--- src/rtl/cdr_pkg.sv ---
// Types and helpers shared by the CDR front end: phase detector, loop filter, NCO.
package cdr_pkg;

  typedef enum logic [1:0] {
    VOTE_NONE  = 2'd0,
    VOTE_EARLY = 2'd1,
    VOTE_LATE  = 2'd2
  } vote_t;

  function automatic int clog2(input int n);
    int r;
    r = 0;
    while ((1 << r) < n) r++;
    return r;
  endfunction

endpackage

--- src/rtl/bbpd_vote_if.sv ---
// Symbol sample inputs and loop-filter decision outputs of the bang-bang detector.
interface bbpd_vote_if;
  logic sym_valid;
  logic d_smp;
  logic e_smp;
  logic en;
  logic R;
  logic V;

  modport master (output sym_valid, d_smp, e_smp, input en, R, V);
  modport slave  (input sym_valid, d_smp, e_smp, output en, R, V);
endinterface

--- src/rtl/bbpd_vote_core.sv ---
// Alexander classifier: remembers the previous data sample and labels each symbol.
module bbpd_vote_core
  import cdr_pkg::*;
(
  input  logic  clk,
  input  logic  rst,
  input  logic  sym_valid_i,
  input  logic  d_smp_i,
  input  logic  e_smp_i,
  output vote_t vote_o
);

  logic d_prev_q, d_prev_d;
  logic dvld_q, dvld_d;

  always_comb begin
    d_prev_d = d_prev_q;
    dvld_d   = dvld_q;
    vote_o   = VOTE_NONE;
    if (sym_valid_i) begin
      d_prev_d = d_smp_i;
      dvld_d   = 1'b1;
      // With a transition, the edge sample equals exactly one of the two data samples.
      if (dvld_q && (d_prev_q != d_smp_i))
        vote_o = (e_smp_i == d_smp_i) ? VOTE_LATE : VOTE_EARLY;
    end
  end

  always_ff @(posedge clk) begin
    if (rst) begin
      d_prev_q <= 1'b0;
      dvld_q   <= 1'b0;
    end else begin
      d_prev_q <= d_prev_d;
      dvld_q   <= dvld_d;
    end
  end

endmodule

--- src/rtl/bbpd_vote.sv ---
// Windowed majority vote over Alexander PD symbols; one R/V decision per WIN symbols.
module bbpd_vote
  import cdr_pkg::*;
#(
  parameter int WIN    = 16,
  parameter int THRESH = 2
) (
  input logic        clk,
  input logic        rst,
  bbpd_vote_if.slave bus
);

  localparam int CW = clog2(WIN);
  localparam int SW = CW + 2;
  localparam logic [CW-1:0]        LAST     = CW'(WIN - 1);
  localparam logic signed [SW-1:0] ONE      = SW'(1);
  localparam logic signed [SW-1:0] MONE     = -SW'(1);
  localparam logic signed [SW-1:0] THRESH_S = SW'(THRESH);

  vote_t vote;
  logic [CW-1:0]        cnt_q, cnt_d;
  logic signed [SW-1:0] sum_q, sum_d, sum_nx;
  logic en_q, en_d, r_q, r_d, v_q, v_d;

  bbpd_vote_core u_core (
    .clk         (clk),
    .rst         (rst),
    .sym_valid_i (bus.sym_valid),
    .d_smp_i     (bus.d_smp),
    .e_smp_i     (bus.e_smp),
    .vote_o      (vote)
  );

  always_comb begin
    unique case (vote)
      VOTE_LATE:  sum_nx = sum_q + ONE;
      VOTE_EARLY: sum_nx = sum_q + MONE;
      default:    sum_nx = sum_q;
    endcase
  end

  always_comb begin
    cnt_d = cnt_q;
    sum_d = sum_q;
    en_d  = 1'b0;
    r_d   = 1'b0;
    v_d   = 1'b0;
    if (bus.sym_valid) begin
      if (cnt_q == LAST) begin
        // Decision uses the sum including the closing symbol; next window starts from 0.
        cnt_d = '0;
        sum_d = '0;
        en_d  = 1'b1;
        r_d   = (sum_nx > THRESH_S);
        v_d   = (sum_nx < -THRESH_S);
      end else begin
        cnt_d = cnt_q + 1'b1;
        sum_d = sum_nx;
      end
    end
  end

  always_ff @(posedge clk) begin
    if (rst) begin
      cnt_q <= '0;
      sum_q <= '0;
      en_q  <= 1'b0;
      r_q   <= 1'b0;
      v_q   <= 1'b0;
    end else begin
      cnt_q <= cnt_d;
      sum_q <= sum_d;
      en_q  <= en_d;
      r_q   <= r_d;
      v_q   <= v_d;
    end
  end

  assign bus.en = en_q;
  assign bus.R  = r_q;
  assign bus.V  = v_q;

endmodule

--- src/flat_wrapper.sv ---
// flat-port wrapper written by rule: the top's interface ports become plain ports
module bbpd_vote_flat import cdr_pkg::*;
#(
  parameter int WIN    = 16,
  parameter int THRESH = 2
)
  (clk, rst, bus_sym_valid, bus_d_smp, bus_e_smp, bus_en, bus_R, bus_V);
  bbpd_vote_if bus_i ();
  input logic clk;
  input logic rst;
  input wire logic [$bits(bus_i.sym_valid)-1:0] bus_sym_valid;
  input wire logic [$bits(bus_i.d_smp)-1:0] bus_d_smp;
  input wire logic [$bits(bus_i.e_smp)-1:0] bus_e_smp;
  output wire logic [$bits(bus_i.en)-1:0] bus_en;
  output wire logic [$bits(bus_i.R)-1:0] bus_R;
  output wire logic [$bits(bus_i.V)-1:0] bus_V;
  assign bus_i.sym_valid = bus_sym_valid;
  assign bus_i.d_smp = bus_d_smp;
  assign bus_i.e_smp = bus_e_smp;
  assign bus_en = bus_i.en;
  assign bus_R = bus_i.R;
  assign bus_V = bus_i.V;
  bbpd_vote #(.WIN(WIN), .THRESH(THRESH)) u_core (.clk(clk), .rst(rst), .bus(bus_i));
endmodule
--- config.mk ---
export PLATFORM = sky130hd
export DESIGN_NAME = bbpd_vote_flat
export DESIGN_NICKNAME = d
export VERILOG_FILES = /design/src/rtl/cdr_pkg.sv /design/src/rtl/bbpd_vote_if.sv /design/src/rtl/bbpd_vote_core.sv /design/src/rtl/bbpd_vote.sv /design/src/flat_wrapper.sv
export SDC_FILE = /design/constraint.sdc
export NUM_CORES = 1
export LEC_CHECK = 0
export BUFFER_PORTS_ARGS = -buffer_cell sky130_fd_sc_hd__buf_2
export CAP_MARGIN = 40
export CORE_ASPECT_RATIO = 0.75
export CORE_MARGIN = 1.5
export CORE_UTILIZATION = 40
export DETAILED_ROUTE_END_ITERATION = 8
export SETUP_SLACK_MARGIN = 0.02
export SLEW_MARGIN = 20
export SYNTH_ARGS = -nofsm -noshare
export SYNTH_HDL_FRONTEND = slang
export SYNTH_SLANG_ARGS = --single-unit
--- constraint.sdc ---
create_clock -name clk -period 2.95 [get_ports clk]
set_input_delay 0.59 -clock clk [delete_from_list [all_inputs] [get_ports clk]]
set_output_delay 0.59 -clock clk [all_outputs]
set_load 0.02 [all_outputs]
* Yosys cells after proc, flatten, opt, wreduce, memory -nomap -nowiden
Index checks and enable logic that the tools add are counted.
Storage, ports and cells: register bits 15, latch bits 0, RAM bits 0, bits in read-only memories 0, input bits 5, output and inout port bits 3, word-level logic and storage cells 29, memories kept 0
Operators by class: add/sub/neg operators 3, multipliers 0, divide/modulo/power cells 0, order comparisons 2, eq/ne operators 5, shift-type cells 0, muxes and demuxes 7, bitwise logic cells 2, reduce and logical (&&, ||, !) cells 3
Operator list (count):
- $pmux W6 S2 | 1
- $add A6 B1 Y6 const B | 1
- $add A6 B2 Y6 const B | 1
- $gt A6 B3 Y1 const B | 1
- $lt A6 B2 Y1 const B | 1
- $mux W2 | 3
- $mux W6 | 1
- $add A4 B1 Y4 const B | 1
- $eq A4 B4 Y1 const B | 1
- $mux W4 | 1
- $reduce_or A3 Y1 | 1
- $eq A2 B1 Y1 const B | 1
- $eq A2 B2 Y1 const B | 1
- $not A1 Y1 | 2
- $reduce_or A2 Y1 | 1
- $eq A1 B1 Y1 | 1
- $logic_and A1 B1 Y1 | 1
- $mux W1 | 1
- $ne A1 B1 Y1 | 1

* Depth between registers and ports, before layout
Gate-level depths: netlist of run 1.
depth after elaboration 7, depth in mapped cells 11, gate-level depth less buffers 10

* Hierarchy
Synthesis of run 1 repeated with hierarchy kept, for this count alone.
Second synthesis, totals: cell total of the unflattened synthesis 113, area, all modules 948.4 µm²
By module, submodules not included:
- bbpd_vote | times used 1, cells each 100, area each 840.8 µm², seq. area each 260.2 µm²
- bbpd_vote_core | times used 1, cells each 13, area each 107.6 µm², seq. area each 40.0 µm²

* Worst setup path after synthesis of run 1
Ideal clock, no wire load.
kind in2reg, from input port bus_d_smp, to register u_core.v_q (netlist: u_core.bus.V), setup time 116 ps, arrival time 2592 ps, data required time 2834 ps, path slack 242 ps, cell stages on the path 11, path buffers 1, cell sequence nand2b_1 > mux2i_1 > and3_1 > ha_1 > ha_1 > buf_6 > a21o_1 > a21oi_1 > nand4_1 > and3_2 > o211a_1
Between the ends: cells in the longest elaborated chain, start to end 7, elaborated cells between the ends (all ways) 10, classes of those cells 1 x order compare; 4 x eq/ne; 4 x mux; 1 x reduce/logical
Ends and longest elaborated chain:
- from (decl) | RTL line flat_wrapper.sv:12 | input wire logic [$bits(bus_i.d_smp)-1:0] bus_d_smp;
- $eq A1 B1 Y1 / $ne A1 B1 Y1 (equally long branches) | RTL line bbpd_vote_core.sv:25, bbpd_vote_core.sv:24
- $mux W2 / $logic_and A1 B1 Y1 (equally long branches) | RTL line bbpd_vote_core.sv:25, bbpd_vote_core.sv:24
- $mux W2 * | RTL line bbpd_vote_core.sv:24 | if (dvld_q && (d_prev_q != d_smp_i))
- $mux W2 * | RTL line bbpd_vote_core.sv:20 | if (sym_valid_i) begin
- $eq A2 B1 Y1 / $eq A2 B2 Y1 (equally long branches) | RTL line bbpd_vote.sv:35 | unique case (vote)
- $pmux W6 S2 * | RTL line bbpd_vote.sv:35
- $lt A6 B2 Y1 * | RTL line bbpd_vote.sv:55 | v_d = (sum_nx < -THRESH_S);
- to (signal assigned) | RTL line bbpd_vote.sv:75 | v_q <= v_d;
- to (decl) | RTL line bbpd_vote.sv:23 | logic en_q, en_d, r_q, r_d, v_q, v_d;
Mark *: on every way between the ends. The rest lies on a longest branch, timed or not. A chain may end at the register's enable or synchronous reset.

* Final worst setup path of run 1
Same ends and word-level chain as after synthesis.

==> flow_summary.toml, run 1 <==
[run_status]
status = "complete, no violations"

[route]
wire_per_inst_um = 13.88
ant_nets = 0
wirelength_mm = 2.041
viasPerCell = 5.884
via_count = 865
drc = 0
drt_iter0_drc = 65
drtPass1Iterations = 4

[global_route]
grt_max_degree = 14
grt-ovfl-total = 0
first_global_vias = 741
grt_use_total_pct = 16.87
grt_pass1_wl_mm = 3.277
antenna_found_initial = 0

[sta]
period_share_pct = 93.28
period_needed_ns = 2.752
skew_ns = 0.0009889
finalHoldViolCount = 0
rsz0062_at_grt = "no"
clock.fmax_ghz = 0.3634
finalSetupViolCount = 0
setup_tns_ns = 0
slew_violations = 0
worst_pin_slew_ns = 0.4175
slew_headroom_pct = 71.45

[yosys]
synth-edff-count = 0
syn-num-nets = 120
yosys_warnings = 0
ys_dominant_reg_cell = "dfxtp_1"
syn_avg_cell_area_um2 = 8.538
ys_ff_latch = 15
syn_area_um2 = 922.1
ys_async_sr_fraction_pct = 0
synth_cell_types = 31
synthCells = 108
ys_seq_area_share_pct = 32.56

[clock_network]
htreeDepth = 1
holdBufCountCts = 0
cts.repair.resized = 0
clock_sinks = 15
clkTransAtPathRegs_ns = 0.09
tritoncts = "yes"
root_buffer = "clkbuf_4"
post_cts_buffers = 0
cts_made_buffers = 3
clockBufferDepth = 2
insertion_delay_ns = 0.28

[setup_path]
start_kind = "primary input"
critPathMaxFanout = 7
cp-end-kind = "register"
path_common_cell = "o211a_1"
arrival_ns = 2.94
cpMaxStageDelayCell = "a2111oi_0"
r2r_cells = 10
crit_path_max_incr_delay_ns = 0.43
path_buf_inv = 1
crit_chain = "buf_2 > nand2b_1 > mux2i_1 > and3_1 > ha_2 > ha_1 > a21o_1 > a2111oi_0 > o211a_1 > o2111ai_1 > o211a_1"
critical_path_depth = 11
worst-setup-path-type = "in -> reg"
required_ns = 3.14
crit_family = "compound AO/OA/AOI/OAI gates"

[layout]
final_cell_mix = "dfxtp_1, nor2_1, nand2_1, a21oi_1"
fill_cells = 210
syn_to_final_growth_pct = 12.89
multiInputGateArea_um2 = 581.8
n_antenna_cell = 0
layout_commonest_cell = "dfxtp_1"
finalInstanceArea_um2 = 1041
register_area_um2 = 300.3
drive_above_1_share_pct = 15.45
finish.utilization_pct = 49.94
final_nets = 136

[floorplan]
start_util_pct = 44.24
die_y_um = 44.58
top_level_ports = 8
core_um2 = 2085
die_width_um = 58.44
dieArea_um2 = 2605
num_rows = 14

[power]
power_leakage_uw = 0.0005055
power_uw = 371.9
ir_drop_uv = 192.7
cellPowerDensity_nw_per_um2 = 357.3

[flow_run]
max_cap_violations = 0

[place]
dpl.hpwl_mm = 1.510
placed_area_um2 = 1012
place_congestion = 0.9713
port_buffers = 7

[hold_path]
holdPathStages = 2
min_path_type = "reg -> reg"
## area by class of cell
class                      count  area share [%]
multi-input combinational     86           55.89
sequential                    15           28.85
timing repair buffer          14           8.413
tap                           24           2.885
clock buffer                   4           2.524
inverter                       4           1.442
## cell usage after synthesis, types with 4 or more instances
cell type	instances	area, um^2
nor2_1	14	52.55
a21oi_1	8	40.04
inv_1	4	15.01
nand3_1	4	20.02
mux2i_1	4	40.04
nand4_1	7	43.79
ha_1	6	75.07
nand2_1	8	30.03
a22oi_1	4	30.03
dfxtp_1	15	300.3
## report_power, final
group	internal, uW	total (uW)	switching (uW)
clock	52.6	119	66.5
combinational	18.0	40.3	22.3
sequential	207	213	5.45
total	278	372	94.2
## sequential cells by signal, indices dropped and copies added (netlist names)
register,count
u_core.cnt_q,4
u_core.sum_q,6
u_core.bus.R,1
u_core.u_core.d_prev_q,1
u_core.bus.en,1
u_core.bus.V,1
u_core.u_core.dvld_q,1
## stage by stage
step	instances	hold WS (ns)	setup WS, ns
floorplan	108	0.4490	0.2422
global placement	143	0.4798	-0.05522
detailed placement	143	0.4839	-0.1155
CTS	147	0.4952	0.1830
global route	147	0.5151	0.07536
finish	147	0.5006	0.1983
## logic make-up (layout without fill, tap and decap cells)
family                   after synthesis  count (layout)  share of synthesized area (%)
AND/OR/NAND/NOR                       44              44                          23.34
AO/OA/AOI/OAI                         27              27                          21.03
flip-flops                            15              15                          32.56
adder cells (fa/ha/maj)                7               7                          10.31
buffers and inverters                  7              22                          4.612
XOR/XNOR                               4               4                          3.800
multiplexers                           4               4                          4.342
## worst paths after layout
check,startpoint,slack [ns],to
worst max-delay path,bus_d_smp,0.20,u_core.bus.V
worst min-delay path,u_core.u_core.dvld_q,0.50,u_core.u_core.dvld_q
worst max register to register,u_core.u_core.d_prev_q,0.27,u_core.bus.V
worst min register to register,u_core.u_core.dvld_q,0.50,u_core.u_core.dvld_q
## worst min-delay path: cells and delay by family (launching register included)
kind	cells	cell delay [ns]
simple gates	2	0.13
flops	1	0.34
## metal layers
layer | wire (um) | track usage, %
met3 | 172 | 6.140
met1 | 1028 | 24.34
met5 | 0 | 0
met4 | 0 | 2.791
met2 | 840 | 24.27
(Power assumes the default switching activity.)
==> run 2: changes to the inputs <==
Settings changed: CTS_BUF_LIST from default to sky130_fd_sc_hd__clkbuf_16, SYNTH_HIERARCHICAL from default to 1.
==> run 2 against run 1 <==
Die area rose by 2.7%. Register-to-register slack gained 0.08 ns. Via count fell by 8.4%. Critical endpoint is now u_core/bus.V.
==> flow_summary.toml, run 2 <==
[run_status]
status = "complete, no violations"

[setup_path]
arrival_ns = 2.84
critPathMaxFanout = 5
reg2reg_setup_slack_ns = 0.35
worst-setup-path-type = "in -> reg"
cp-end-kind = "register"
required_ns = 3.08
start_kind = "primary input"

[sta]
whs_ns = 0.4729
slew_headroom_pct = 76.18
setup_slack_ns = 0.2369
period_share_pct = 91.97
clock.fmax_ghz = 0.3686
setup_tns_ns = 0
finalHoldViolCount = 0
slew_violations = 0
skew_ns = 0.001673
finalSetupViolCount = 0
worst_pin_slew_ns = 0.3546
period_needed_ns = 2.713
rsz0062_at_grt = "no"

[layout]
largest_reg_flops = 6
final_cell_mix = "dfxtp_1, nor2_1, a21oi_1"
register_area_um2 = 300.3
layout_commonest_cell = "dfxtp_1"
drive_above_1_share_pct = 13.45
top_register = "u_core/sum_q"
fill_cells = 242
reg.largest.list = "u_core/sum_q x6, u_core/cnt_q x4"
multiInputGateArea_um2 = 575.6
final_nets = 129
n_antenna_cell = 0
fin_cells = 153
syn_to_final_growth_pct = 12.80

[clock_network]
cts.repair.resized = 0
clock_sinks = 15
clkTransAtPathRegs_ns = 0.05
root_buffer = "clkbuf_16"
holdBufCountCts = 0
cts_made_buffers = 3
clockBufferDepth = 2
htreeDepth = 1
insertion_delay_ns = 0.24
tritoncts = "yes"
post_cts_buffers = 0

[floorplan]
dieArea_um2 = 2675
die_y_um = 45.17
num_rows = 15
core_um2 = 2271
top_level_ports = 8
start_util_pct = 41.76
die_width_um = 59.23

[power]
cellPowerDensity_nw_per_um2 = 471.8
power_leakage_uw = 0.0004424
ir_drop_uv = 268.7
power_uw = 504.8

[flow_run]
max_cap_violations = 0

[global_route]
grt_max_degree = 15
grt-ovfl-total = 0
grt_use_total_pct = 14.22
antenna_found_initial = 0
first_global_vias = 659
grt_pass1_wl_mm = 2.863

[yosys]
synth_most_common_cell = "dfxtp_1"
synth_compound_area_share_pct = 19.66
synthSimpleGateAreaFrac_pct = 23.88
ys_top_cells_by_area = "dfxtp_1, a21oi_1, ha_1, nor2_1, mux2i_1"
ys_seq_area_share_pct = 31.66
synthCells = 113
syn_avg_cell_area_um2 = 8.393
yosysTopAreaCell = "dfxtp_1"
synthMuxAreaShare_pct = 5.409
netlist.area_leader.share_pct = 31.66
syn-num-nets = 122
syn_area_um2 = 948.4
synthAdderAreaFrac_pct = 5.277
ys_async_sr_fraction_pct = 0
synth-edff-count = 0
ys_dominant_reg_cell = "dfxtp_1"
synth_cell_types = 38
synth_commonest_cells = "dfxtp_1, a21oi_1, nor2_1, nand2_1, inv_1"
synth_top_family_by_area = "simple AND/OR/NAND/NOR gates"
yosys_warnings = 6
synth_xor_area_share_pct = 6.464
ys_ff_latch = 15

[place]
place_congestion = 0.7436
port_buffers = 7
place_ws_ns = 0.002946
placed_cells = 149
dpl.hpwl_mm = 1.275

[route]
drt_iter0_drc = 17
wirelength_mm = 1.718
viasPerCell = 5.176
drc = 0
drtPass1Iterations = 4
ant_nets = 0
wire_per_inst_um = 11.23
via_count = 792

[hold_path]
min_path_type = "reg -> reg"
-- run 2: changes by cell type in the layout (fill, tap and decap cells not counted), moves of 4 or more --
cell	delta
nand4_1	-7
buf_4	-5
a21oi_1	+4
o21ai_0	+4
-- run 2: cells by family after synthesis --
| logic type | Yosys count |
|---|---|
| simple gates | 41 |
| buf+inv | 13 |
| mux | 5 |
| xor+xnor | 7 |
| compound gates | 28 |
| flops | 15 |
| fa+ha+maj | 4 |
-- run 2: path summary, 6_finish.rpt --
path	startpoint	depth (start not counted)	to
worst max-delay path	bus_d_smp	12	u_core/bus.V
worst min-delay path	u_core/u_core/dvld_q	2	u_core/u_core/dvld_q
worst max register to register	u_core/u_core/d_prev_q	11	u_core/bus.V
worst min register to register	u_core/u_core/dvld_q	2	u_core/u_core/dvld_q
-- run 2: cell type report --
| cell class | count | area share [%] |
|---|---|---|
| inverter | 6 | 2.105 |
| sequential | 15 | 28.07 |
| tap | 34 | 3.977 |
| clock inverter | 1 | 0.3509 |
| clock buffer | 3 | 7.018 |
| multi-input combinational | 85 | 53.80 |
| timing repair buffer | 9 | 4.678 |
-- run 2: power breakdown --
group          switching, uW  internal [uW]  total (uW)  leakage, uW
sequential              4.72            208         213     0.000122
clock                   76.6            179         256    0.0000423
combinational           21.6           15.1        36.7     0.000278
-- run 2: metrics by stage --
step	area (um^2)	util, %
4_1_cts	1070	47.11
3_3_place_gp	991.0	43.64
5_1_grt	1070	47.11
3_5_place_dp	991.0	43.64
6_report	1070	47.11
2_1_floorplan	948.4	-
-- run 2: layer usage --
metal / part of all wire [%] / vias to the layer above / global-route usage [%]
met2: 42 / 10 / 20.22
met4: 0.23 / 0 / 2.727
met5: 0 / - / 0
met1: 54 / 364 / 20.59
li1: - / 416 / -
met3: 3.7 / 2 / 5.158
-- run 2: worst max-delay path, cell delays in order --
cell and delay, ns:
buf_2 0.12, or3b_1 0.36, a21oi_1 0.13, inv_1 0.07
ha_1 0.20, xor2_1 0.14, ha_1 0.22, a21oi_1 0.18
mux2i_1 0.24, xnor2_1 0.20, nand2_1 0.10, o311a_1 0.29
